File: config.mk
export PLATFORM = sky130hd
export DESIGN_NAME = pipe_stall_ctrl
export DESIGN_NICKNAME = d
export VERILOG_FILES = /design/src/rtl/pipe_stall_ctrl.sv
export SDC_FILE = /design/constraint.sdc
export NUM_CORES = 1
export LEC_CHECK = 0
export BUFFER_PORTS_ARGS = -buffer_cell sky130_fd_sc_hd__buf_2
export CAP_MARGIN = 20
export CORE_UTILIZATION = 30
export CTS_BUF_LIST = sky130_fd_sc_hd__clkbuf_8
export CTS_CLUSTER_SIZE = 16
export DETAILED_ROUTE_END_ITERATION = 6
export GPL_TIMING_DRIVEN = 0
export SLEW_MARGIN = 20
export SYNTH_ARGS = -nofsm -noshare
export SYNTH_HDL_FRONTEND = slang
export SYNTH_SLANG_ARGS = --single-unit
File: constraint.sdc
create_clock -name clk -period 2 [get_ports clk]
set_input_delay 0.3 -clock clk [delete_from_list [all_inputs] [get_ports clk]]
set_output_delay 0.3 -clock clk [all_outputs]
set_load 0.05 [all_outputs]
File: src/rtl/pipe_stall_ctrl.sv
// Central stall/flush sequencer for the 5-stage pipeline: drives register
// enables, ID/EX bubble and IF/ID flush from memory handshakes and hazards.
module pipe_stall_ctrl #(
  parameter int CNT_W = 16
) (
  input  logic             clk,
  input  logic             rst,
  input  logic             dmem_req,
  input  logic             dmem_done,
  input  logic             imem_req,
  input  logic             imem_done,
  input  logic             load_use,
  input  logic             mispredict,
  input  logic             halt_req,
  output logic             en_pc,
  output logic             en_ifid,
  output logic             en_idex,
  output logic             en_exmem,
  output logic             en_memwb,
  output logic             bubble_idex,
  output logic             flush_ifid,
  output logic             halted,
  output logic [CNT_W-1:0] stall_count
);

  typedef enum logic [1:0] {
    RUN   = 2'b00,
    DWAIT = 2'b01,
    IWAIT = 2'b10,
    HALT  = 2'b11
  } state_t;

  state_t             state_q, state_d;
  logic               redirect_pending_q, redirect_pending_d;
  logic [CNT_W-1:0]   stall_count_q, stall_count_d;

  logic dstall, istall, frozen, fetch_stall;
  logic en_pc_c, en_ifid_c, en_idex_c, en_exmem_c, en_memwb_c;
  logic bubble_c, flush_c;

  assign dstall = dmem_req & ~dmem_done;
  assign istall = imem_req & ~imem_done;

  assign frozen = (state_q == HALT) || (state_q == DWAIT) ||
                  (((state_q == RUN) || (state_q == IWAIT)) && dstall);
  assign fetch_stall = !frozen &&
                       ((state_q == IWAIT) || ((state_q == RUN) && istall));

  // Mealy enables: a stall takes effect in the cycle its condition appears.
  always_comb begin
    en_pc_c            = 1'b1;
    en_ifid_c          = 1'b1;
    en_idex_c          = 1'b1;
    en_exmem_c         = 1'b1;
    en_memwb_c         = 1'b1;
    bubble_c           = 1'b0;
    flush_c            = 1'b0;
    redirect_pending_d = redirect_pending_q;
    if (frozen) begin
      en_pc_c    = 1'b0;
      en_ifid_c  = 1'b0;
      en_idex_c  = 1'b0;
      en_exmem_c = 1'b0;
      en_memwb_c = 1'b0;
    end else if (fetch_stall) begin
      en_pc_c   = 1'b0;
      en_ifid_c = 1'b0;
      bubble_c  = 1'b1;
      if (mispredict) redirect_pending_d = 1'b1;
    end else if (mispredict || redirect_pending_q) begin
      flush_c            = 1'b1;
      bubble_c           = 1'b1;
      redirect_pending_d = 1'b0;
    end else if (load_use) begin
      en_pc_c   = 1'b0;
      en_ifid_c = 1'b0;
      bubble_c  = 1'b1;
    end
  end

  always_comb begin
    state_d = state_q;
    case (state_q)
      RUN: begin
        if (halt_req && !dstall) state_d = HALT;
        else if (dstall)         state_d = DWAIT;
        else if (istall)         state_d = IWAIT;
      end
      DWAIT: if (dmem_done) state_d = RUN;
      IWAIT: begin
        if (dstall)         state_d = DWAIT;
        else if (imem_done) state_d = RUN;
      end
      default: state_d = HALT;
    endcase
  end

  // Saturating count of PC-stalled cycles; a halted core is not stalling.
  always_comb begin
    stall_count_d = stall_count_q;
    if (!en_pc_c && (state_q != HALT) && (stall_count_q != {CNT_W{1'b1}}))
      stall_count_d = stall_count_q + CNT_W'(1);
  end

  always_ff @(posedge clk or posedge rst) begin
    if (rst) begin
      state_q            <= RUN;
      redirect_pending_q <= 1'b0;
      stall_count_q      <= '0;
    end else begin
      state_q            <= state_d;
      redirect_pending_q <= redirect_pending_d;
      stall_count_q      <= stall_count_d;
    end
  end

  assign en_pc       = en_pc_c & ~rst;
  assign en_ifid     = en_ifid_c & ~rst;
  assign en_idex     = en_idex_c & ~rst;
  assign en_exmem    = en_exmem_c & ~rst;
  assign en_memwb    = en_memwb_c & ~rst;
  assign bubble_idex = bubble_c & ~rst;
  assign flush_ifid  = flush_c & ~rst;
  assign halted      = (state_q == HALT) & ~rst;
  assign stall_count = stall_count_q;

endmodule

==> metrics.cfg <==
[sta]
slew_headroom_pct=49.1
setup_viol=7
final_hold_viol_count=0
skew_ps=7.61
finalSetupTns_ps=-1840
final_max_slew_viol_count=0
rsz0062_at_grt=yes
fin_crit_sh_pct=117
hold_ws_ps=188
tightest_slew_ps=763
max_freq_ghz=0.427
layout_setup_ws_ps=-342
finalCriticalPeriod_ps=2340

[drt]
viasPerCell=4.85
num_vias=1043
first_pass_iters=4
final_antenna_net_count=0
drtIter0Drc=29
drc=0
wirelength_um=2860
wl_per_cell_um=13.3

[clocking]
cts_tree=yes
numCtsBuffers=3
cts_root_buf=clkbuf_8
clock-sinks=19
postCtsHoldBufs=0
htreeDepth=1
clk_latency_ps=250
clk_pin_slew_ps=70
cts.path.max_buffers=2

[placement]
place.gp.congestion=0.723
dp_hpwl_um=2060
port_buffers=32
post-place-cells=201
place_area_um2=1550

[final_layout]
fin_util_pct=44.4
syn2layout_area_growth_pct=41.5
nNetsFinal=180
fill_cells=398
final_cell_area_um2=1790
drive_above_1_share_pct=50.9
diodes=0
instances_no_fill=215

[floorplanning]
die_x_um=66.9
die_h_um=66.9
initial_core_util_pct=31.4
boundaryPins=33
core-area_um2=4030
rows=23
die_area_um2=4480

[power_and_ir_drop]
p_per_area_nw_per_um2=1640
seqPwrFrac_pct=22.1
ir_worst_vdd_mv=0.479
intPower_mw=1.46
switching_share_pct=50.1
p_switching_mw=1.47
leakage_nw=0.831
pwr-share-comb_pct=69.0
clock_power_share_pct=8.8

[min_path]
hp-class=in -> async

[synth]
synth_fp_nets=133
yosys_warnings=0
async_reset_ff_share_pct=100
yosysTopAreaCellShare_pct=37.6
synth-compound-area-share_pct=10.2
synth_top_area_cell=dfrtp_1
ys_top_cells_by_count=19 x dfrtp_1, 13 x xor2_1, 9 x nand2_1
yosys.area_share.simple_pct=28.9
ys_types=41
synth-edff-count=0
yosysSeqAreaShare_pct=37.6
ys.flop_type=dfrtp_1
synth_fa_ha_area_share_pct=4.95
synth_xor_area_share_pct=9.01
synth.most_common_cell=dfrtp_1
synth_top_family_by_area=simple AND/OR/NAND/NOR gates
synth_area_um2=1260
synth_area_leaders=dfrtp_1 38%, xor2_1 9.0%, ha_1 5.0%
synth-seq-cells=19
muxShareOfSynthArea_pct=3.37
avgSynthCellArea_um2=10.6
synthCells=119

[global_routing]
grt_pass1_wl_um=4750
antenna_found_initial=0
grt_max_degree=21
grt_pass1_vias=1095
grt_usage_pct=13.9
grt_overflow_total=0

[run]
cap_violations=0

[status]
violations=setup timing
status=finished, violations left

[worst_setup_path]
arrival_ps=2040
cp-startpoint=state_q[0]
crit_end=en_pc
reg2reg_depth=7
cp_slowest_cell=dfrtp_1
cp_data_required_time_ps=1700
crit_type=reg -> out
r2r-end=stall_count[15]
critPathLaunchType=flop
critical_path.max_stage_delay_ps=380
path_cells=inv_2, ha_4, or2_4, a211oi_4, and2_4, nand2_4, a21oi_4, buf_6, buf_8
timing.rr.start=state_q[1]
path_max_fanout=4
reg2reg_slack_ps=110
cp-end-kind=output pin

-- through the flow --
step	power (mW)	worst slack, ps
6_report	2.93	-342
4_1_cts	2.86	-343
5_1_grt	3.11	-421
3_3_place_gp	2.28	-210
3_5_place_dp	2.33	-248
2_1_floorplan	2.00	-346
-- registers in the layout, summed over array words and instances, names as in the netlist --
signal / cells
stall_count: 16
redirect_pending_q: 1
state_q: 2
-- cell families (layout without fill, tap and decap cells) --
kind of cell	count (synthesis)	in the layout
mux	4	4
compound gates	20	20
xor+xnor	13	13
buf+inv	12	58
simple gates	46	46
fa+ha+maj	5	5
flops	19	19
-- worst min-delay path by stage --
stage | endpoint | slack [ps] | cells past startpoint
2_1_floorplan | redirect_pending_q | 260 | 1
3_3_place_gp | stall_count[6] | 470 | 2
3_5_place_dp | stall_count[10] | 480 | 1
4_1_cts | redirect_pending_q | 220 | 2
5_1_grt | redirect_pending_q | 250 | 2
6_report | redirect_pending_q | 190 | 2
-- critical path: cells and delay by family (launching register included) --
family                     cells  cell delay, ps
buffers and inverters          3             330
and+or+nand+nor                3             530
adders and majority gates      1             170
DFF                            1             380
AOI/OAI and AO/OA              2             390
-- final cells by class --
cell class	count	area (um^2)	area share, %
multi-input combinational	88	816	45.6
sequential	19	477	26.7
timing repair buffer	42	302	16.9
tap	50	62.6	3.50
buffer	5	60.1	3.36
clock buffer	3	41.3	2.31
inverter	7	26.3	1.47
clock inverter	1	3.75	0.210
-- per-layer routing --
| layer | track usage (%) | vias up | part of all wire, % |
|---|---|---|---|
| met3 | 1.71 | 6 | 4.1 |
| met1 | 15.7 | 494 | 43 |
| met5 | 0 | - | 0 |
| li1 | - | 509 | - |
| met4 | 4.52 | 0 | 1.3 |
| met2 | 26.5 | 34 | 52 |
-- cells in the final DEF (no fill, tap or decap), types with 2 or more instances in the layout --
master	count
nor4_2	5
and4_1	2
nor2b_1	2
o22ai_1	2
mux2_2	2
o21ai_0	2
nor4_4	2
ha_4	3
ha_1	2
inv_1	6
inv_2	2
nor2_2	3
a21oi_1	7
nand3_1	4
buf_6	9
mux2i_1	2
dfrtp_1	18
buf_4	8
nor3_1	4
nand2_1	8
clkbuf_8	3
nor4b_1	2
nor2_1	2
xor2_1	13
buf_8	5
buf_2	25
-- power by group through the flow --
stage / clock [mW] / sequential (mW) / combinational [mW]
after floorplan: 0 / 0.927 / 1.07
after global placement: 0 / 0.655 / 1.63
after detailed placement: 0 / 0.665 / 1.67
after CTS: 0.270 / 0.652 / 1.94
after global routing: 0.290 / 0.669 / 2.16
final: 0.258 / 0.648 / 2.02
-- timing repair --
action,CTS,global route
endpoints found under the hold margin,0,0
setup endpoints to repair,7,13
resized for setup,24,6
setup buffers,8,3
Note: power is estimated with default switching activity, not from simulation.
